<file path="src/rtl/axi_lite_regbank_slave.sv">
// axi_lite_regbank_slave
//   AXI4-Lite slave exposing NUM_REGS registers of AXI_DATA_WIDTH bits.
//   Write address and write data are captured independently (either order)
//   and committed together. Registers flagged in RO_MASK are read from reg_in,
//   reject writes with SLVERR, and keep zero storage.
// Ports:
//   S_AXI_ACLK / S_AXI_ARESETN : clock, asynchronous active-low reset
//   S_AXI_AW* / S_AXI_W* / S_AXI_B* : write address, data and response channels
//   S_AXI_AR* / S_AXI_R*            : read address and data channels
//   reg_out  : flattened register contents, register i at [i*DW +: DW]
//   reg_in   : hardware values returned for read-only registers
//   wr_pulse : one-cycle pulse per successful register write
//   rd_pulse : one-cycle pulse per successful register read
module axi_lite_regbank_slave #(
  parameter int                  AXI_DATA_WIDTH = 32,
  parameter int                  AXI_ADDR_WIDTH = 8,
  parameter int                  NUM_REGS       = 16,
  parameter logic [NUM_REGS-1:0] RO_MASK        = '0
) (
  input  logic                               S_AXI_ACLK,
  input  logic                               S_AXI_ARESETN,
  input  logic [AXI_ADDR_WIDTH-1:0]          S_AXI_AWADDR,
  input  logic [2:0]                         S_AXI_AWPROT,
  input  logic                               S_AXI_AWVALID,
  output logic                               S_AXI_AWREADY,
  input  logic [AXI_DATA_WIDTH-1:0]          S_AXI_WDATA,
  input  logic [AXI_DATA_WIDTH/8-1:0]        S_AXI_WSTRB,
  input  logic                               S_AXI_WVALID,
  output logic                               S_AXI_WREADY,
  output logic [1:0]                         S_AXI_BRESP,
  output logic                               S_AXI_BVALID,
  input  logic                               S_AXI_BREADY,
  input  logic [AXI_ADDR_WIDTH-1:0]          S_AXI_ARADDR,
  input  logic [2:0]                         S_AXI_ARPROT,
  input  logic                               S_AXI_ARVALID,
  output logic                               S_AXI_ARREADY,
  output logic [AXI_DATA_WIDTH-1:0]          S_AXI_RDATA,
  output logic [1:0]                         S_AXI_RRESP,
  output logic                               S_AXI_RVALID,
  input  logic                               S_AXI_RREADY,
  output logic [NUM_REGS*AXI_DATA_WIDTH-1:0] reg_out,
  input  logic [NUM_REGS*AXI_DATA_WIDTH-1:0] reg_in,
  output logic [NUM_REGS-1:0]                wr_pulse,
  output logic [NUM_REGS-1:0]                rd_pulse
);

  localparam int unsigned DW       = AXI_DATA_WIDTH;
  localparam int unsigned NB       = AXI_DATA_WIDTH / 8;
  localparam int unsigned NR       = NUM_REGS;
  localparam int          ADDR_LSB = $clog2(AXI_DATA_WIDTH / 8);
  localparam int          IDX_W    = (NUM_REGS > 1) ? $clog2(NUM_REGS) : 1;
  localparam logic [AXI_ADDR_WIDTH:0] LIMIT = (AXI_ADDR_WIDTH + 1)'(NUM_REGS);
  localparam logic [1:0]  RESP_OKAY   = 2'b00;
  localparam logic [1:0]  RESP_SLVERR = 2'b10;

  logic [DW-1:0]             r_regs [NUM_REGS];
  logic                      r_live;
  logic                      r_aw_full;
  logic                      r_w_full;
  logic [AXI_ADDR_WIDTH-1:0] r_awaddr;
  logic [DW-1:0]             r_wdata;
  logic [NB-1:0]             r_wstrb;
  logic                      r_bvalid;
  logic [1:0]                r_bresp;
  logic [NUM_REGS-1:0]       r_wr_pulse;
  logic                      r_rvalid;
  logic [1:0]                r_rresp;
  logic [DW-1:0]             r_rdata;
  logic [NUM_REGS-1:0]       r_rd_pulse;

  logic                      w_awready;
  logic                      w_wready;
  logic                      w_arready;
  logic [AXI_ADDR_WIDTH-1:0] w_aw_idx;
  logic [IDX_W-1:0]          w_aw_sel;
  logic                      w_aw_ok;
  logic [AXI_ADDR_WIDTH-1:0] w_ar_idx;
  logic [IDX_W-1:0]          w_ar_sel;
  logic                      w_ar_in_range;
  logic                      w_unused;

  // Readies stay low until one clock edge has passed after reset release.
  assign w_awready = r_live & ~r_aw_full & ~r_bvalid;
  assign w_wready  = r_live & ~r_w_full  & ~r_bvalid;
  assign w_arready = r_live & ~r_rvalid;

  assign w_aw_idx = r_awaddr >> ADDR_LSB;
  assign w_aw_sel = w_aw_idx[IDX_W-1:0];
  // Range test comes first so RO_MASK is only consulted for a valid index.
  assign w_aw_ok  = ({1'b0, w_aw_idx} < LIMIT) && !RO_MASK[w_aw_sel];

  assign w_ar_idx      = S_AXI_ARADDR >> ADDR_LSB;
  assign w_ar_sel      = w_ar_idx[IDX_W-1:0];
  assign w_ar_in_range = ({1'b0, w_ar_idx} < LIMIT);

  assign w_unused = ^{S_AXI_AWPROT, S_AXI_ARPROT, r_awaddr[ADDR_LSB-1:0],
                      S_AXI_ARADDR[ADDR_LSB-1:0], reg_in};

  always_ff @(posedge S_AXI_ACLK or negedge S_AXI_ARESETN) begin
    if (!S_AXI_ARESETN) r_live <= 1'b0;
    else                r_live <= 1'b1;
  end

  // Write channel. Commit only happens with both flags set, and flags can only
  // be set while BVALID is low, so commit and BREADY never coincide.
  always_ff @(posedge S_AXI_ACLK or negedge S_AXI_ARESETN) begin
    if (!S_AXI_ARESETN) begin
      for (int unsigned i = 0; i < NR; i++) r_regs[i] <= '0;
      r_aw_full  <= 1'b0;
      r_w_full   <= 1'b0;
      r_awaddr   <= '0;
      r_wdata    <= '0;
      r_wstrb    <= '0;
      r_bvalid   <= 1'b0;
      r_bresp    <= RESP_OKAY;
      r_wr_pulse <= '0;
    end else begin
      r_wr_pulse <= '0;
      if (r_bvalid && S_AXI_BREADY) r_bvalid <= 1'b0;
      if (S_AXI_AWVALID && w_awready) begin
        r_awaddr  <= S_AXI_AWADDR;
        r_aw_full <= 1'b1;
      end
      if (S_AXI_WVALID && w_wready) begin
        r_wdata  <= S_AXI_WDATA;
        r_wstrb  <= S_AXI_WSTRB;
        r_w_full <= 1'b1;
      end
      if (r_aw_full && r_w_full) begin
        r_aw_full <= 1'b0;
        r_w_full  <= 1'b0;
        r_bvalid  <= 1'b1;
        if (w_aw_ok) begin
          for (int unsigned b = 0; b < NB; b++) begin
            if (r_wstrb[b]) r_regs[w_aw_sel][b*8 +: 8] <= r_wdata[b*8 +: 8];
          end
          r_bresp              <= RESP_OKAY;
          r_wr_pulse[w_aw_sel] <= 1'b1;
        end else begin
          r_bresp <= RESP_SLVERR;
        end
      end
    end
  end

  // Read channel. Reads sample r_regs before any same-edge write commit.
  always_ff @(posedge S_AXI_ACLK or negedge S_AXI_ARESETN) begin
    if (!S_AXI_ARESETN) begin
      r_rvalid   <= 1'b0;
      r_rresp    <= RESP_OKAY;
      r_rdata    <= '0;
      r_rd_pulse <= '0;
    end else begin
      r_rd_pulse <= '0;
      if (r_rvalid && S_AXI_RREADY) r_rvalid <= 1'b0;
      if (S_AXI_ARVALID && w_arready) begin
        r_rvalid <= 1'b1;
        if (w_ar_in_range) begin
          r_rdata              <= RO_MASK[w_ar_sel] ? reg_in[w_ar_sel*DW +: DW]
                                                    : r_regs[w_ar_sel];
          r_rresp              <= RESP_OKAY;
          r_rd_pulse[w_ar_sel] <= 1'b1;
        end else begin
          r_rdata <= '0;
          r_rresp <= RESP_SLVERR;
        end
      end
    end
  end

  for (genvar g = 0; g < NUM_REGS; g++) begin : g_reg_out
    assign reg_out[g*DW +: DW] = r_regs[g];
  end

  assign S_AXI_AWREADY = w_awready;
  assign S_AXI_WREADY  = w_wready;
  assign S_AXI_ARREADY = w_arready;
  assign S_AXI_BVALID  = r_bvalid;
  assign S_AXI_BRESP   = r_bresp;
  assign S_AXI_RVALID  = r_rvalid;
  assign S_AXI_RRESP   = r_rresp;
  assign S_AXI_RDATA   = r_rdata;
  assign wr_pulse      = r_wr_pulse;
  assign rd_pulse      = r_rd_pulse;

endmodule

</file>
<file path="config.mk">
export PLATFORM = sky130hd
export DESIGN_NAME = axi_lite_regbank_slave
export DESIGN_NICKNAME = d
export VERILOG_FILES = /design/src/rtl/axi_lite_regbank_slave.sv
export SDC_FILE = /design/constraint.sdc
export NUM_CORES = 1
export LEC_CHECK = 0
export CAP_MARGIN = 25
export CORE_AREA = 2 2 452 454
export CTS_BUF_LIST = sky130_fd_sc_hd__clkbuf_8
export CTS_CLUSTER_SIZE = 40
export DETAILED_ROUTE_END_ITERATION = 8
export DIE_AREA = 0 0 454 456
export SYNTH_ARGS = -nofsm -noshare
export SYNTH_HDL_FRONTEND = slang
export SYNTH_SLANG_ARGS = --single-unit
</file>
<file path="constraint.sdc">
create_clock -name S_AXI_ACLK -period 3.54 [get_ports S_AXI_ACLK]
set_input_delay 0.354 -clock S_AXI_ACLK [delete_from_list [all_inputs] [get_ports S_AXI_ACLK]]
set_output_delay 0.354 -clock S_AXI_ACLK [all_outputs]
set_load 0.02 [all_outputs]
</file>
==> impl_metrics.toml <==
[pwr]
power.leakage_uw = 0.01844
pwr-share-seq_pct = 41.0
vdd_ir_drop_max_uv = 413.2
p_int_uw = 16090
p_clk_share_pct = 28.8
swShare_pct = 38.98
p_per_area_mw_per_mm2 = 642.6
combPwrFrac_pct = 30.2
power.switching_uw = 10280

[floorplanning]
core_area_mm2 = 0.2017
io-pin-count = 1162
rows = 165
die_w_um = 454
initial_utilization_pct = 13.85
die-area_mm2 = 0.2070
fp.dieH_um = 456

[logic_synthesis]
synth_area_leader_cell = "dfrtp_1"
synth_edf_count = 0
seq_area_frac_synth_pct = 55.98
netlist_area_mm2 = 0.02794
yosysMostFrequentCell = "dfrtp_1"
ys_seq_elements = 625
synth_area_per_cell_um2 = 15.11
async_flop_share_pct = 100.0
yosysWarnings = 0
synthTopCellsByArea = "dfrtp_1, mux2_2, mux4_2"
ys_types = 43
synthTopCellsByCount = "dfrtp_1, mux2_2, mux2i_1"
syn_inst = 1849
yosysTopAreaCellShare_pct = 55.98
synthFlopType = "dfrtp_1"

[global_route]
grt-ovfl-total = 0
track_usage_pct = 14.14
grt_pass1_vias = 20923
grt_max_degree = 88
grt_pass1_wl_mm = 197.3
antenna_found_initial = 27

[worst_setup_path]
crit_type = "reg -> reg"
crit_path_start_kind = "flip-flop"
cp.arrival_ns = 3.52
crit_path_max_fanout = 14
worstSetupEndpointType = "flip-flop"
crit_path_top_delay_cell = "or3_4"
worstPathRequired_ns = 4.25
max_stage_delay_ns = 0.73
cp_cell_sequence = "nand4bb_1, or3_4, buf_4, nor2_8, mux2_2"

[sta]
final_max_slew_viol_count = 0
fin_setup_tns_ns = 0
finClkSkew_ns = 0.06530
min_period_ns = 2.809
clock.fmax_mhz = 356.0
post-route-period-util_pct = 79.34
finalHoldViolCount = 0
setup_violations = 0
slew_headroom_pct = 25.09
worstMarginPinSlew_ns = 1.124
whs_ns = 0.09643
rsz0062_at_grt = "false"

[route]
routedWlPerCell_um = 27.74
viasPerCell = 3.743
drt_iter0_markers = 1246
ant_nets = 0
dr.pass1.iters = 5
drt_wl_total_mm = 149.6
drc = 0
vias = 20188

[clock_tree]
clockRootBuffer = "clkbuf_8"
clk_latency_ns = 0.89
cts_tree = "done"
clkSinkCount = 625
hold_buffers = 28
clock_path_buffers = 3
postCtsSetupBuffers = 0
cts-resized-gates = 0
clk_pin_slew_ns = 0.06
htreeDepth = 3
cts_buffers = 116

[placed_design]
io_buffers = 637
finalWeightedCongestion = 0.8287
hpwl_mm = 115.7

[layout]
final_layout_size_suffix_gt1_share_pct = 36.13
finalNetCount = 3189
syn_to_final_growth_pct = 46.86

[job]
timing.max_cap.violations = 0

[status]
status = "completed"

[hold_path]
hold_class = "in -> async"
## per-layer routing
metal	track usage (%)	wire, µm	vias up	share of wire [%]
li1	-	-	8463	-
met1	17.25	61700	10731	41
met2	22.43	69380	791	46
met3	5.016	12480	203	8.3
met4	5.878	6073	0	4.1
met5	0	0	-	0
## power by group through the flow
stage / Combinational [µW] / Clock, µW / Sequential [µW]
5_1_grt: 8340 / 8170 / 11000
6_report: 7960 / 7590 / 10800
4_1_cts: 7880 / 7850 / 10900
3_3_place_gp: 7760 / 0 / 10900
3_5_place_dp: 7820 / 0 / 11000
2_1_floorplan: 2830 / 0 / 10800
## path summary, 6_finish.rpt
path,from,to,slack [ns],depth (start not counted)
setup / recovery,r_aw_full,reg_out[13],0.73,5
min in group S_AXI_ACLK,S_AXI_WDATA[12],r_wdata[12],0.14,2
hold reg to reg,S_AXI_RDATA[28],S_AXI_RDATA[28],0.48,2
max in group asynchronous,S_AXI_ARESETN,reg_out[399],2.30,3
hold / removal,S_AXI_ARESETN,S_AXI_BRESP[1],0.1,2
setup reg to reg,r_aw_full,reg_out[13],0.73,5
## kinds of logic after synthesis
kind of cell | Yosys count | share of synthesized area [%]
simple gates | 250 | 6.780
compound gates | 101 | 2.835
mux | 746 | 32.29
flops | 625 | 55.98
buf+inv | 125 | 2.091
other cells | 2 | 0.02688
## through the flow
stage          util [%]  power (µW)  instance area, µm²  setup slack, ns  cells
3_3_place_gp      18.91       18710               38150           0.5333   5135
3_5_place_dp      18.91       18850               38150           0.5262   5135
2_1_floorplan         -       13650               27940            1.555   1850
4_1_cts           20.29       26660               40920           0.5718   5373
6_report          20.34       26360               41030           0.7313   5394
5_1_grt           20.33       27550               41010           0.6045   5384
## state kept, by name, indices dropped and copies added (netlist names), 4 cells and up
signal and count:
wr_pulse 16, r_awaddr 6, reg_out 512, r_wdata 32, r_wstrb 4, rd_pulse 16
S_AXI_RDATA 32
## worst max-delay path, delay by kind of cell (launching register included)
family	cells	cell delay, ns
buf+inv	1	0.33
flops	1	0.44
mux	1	0.38
simple gates	3	1.50
## cell usage in the layout (no fill, tap or decap), drive strengths merged, types with 12 or more instances in the layout
| cell | instances |
|---|---|
| mux2 | 554 |
| mux2i | 128 |
| a22oi | 64 |
| clkinv | 12 |
| inv | 43 |
| clkdlybuf4s50 | 634 |
| dfrtp | 625 |
| nand3 | 90 |
| clkbuf | 148 |
| mux4 | 64 |
| a32oi | 32 |
| buf | 103 |
| nand2 | 50 |
| nor2 | 67 |
| diode | 18 |
| dlygate4sd3 | 28 |
## cell type report
type | instances | area [µm²]
timing repair buffer | 765 | 7729
fill | 21697 | 160700
antenna | 18 | 45.04
clock buffer | 148 | 2037
inverter | 4 | 15.01
clock inverter | 62 | 449.2
tap | 2672 | 3343
multi-input combinational | 1100 | 11770
sequential | 625 | 15640
Power figures use the tool's default switching activity.
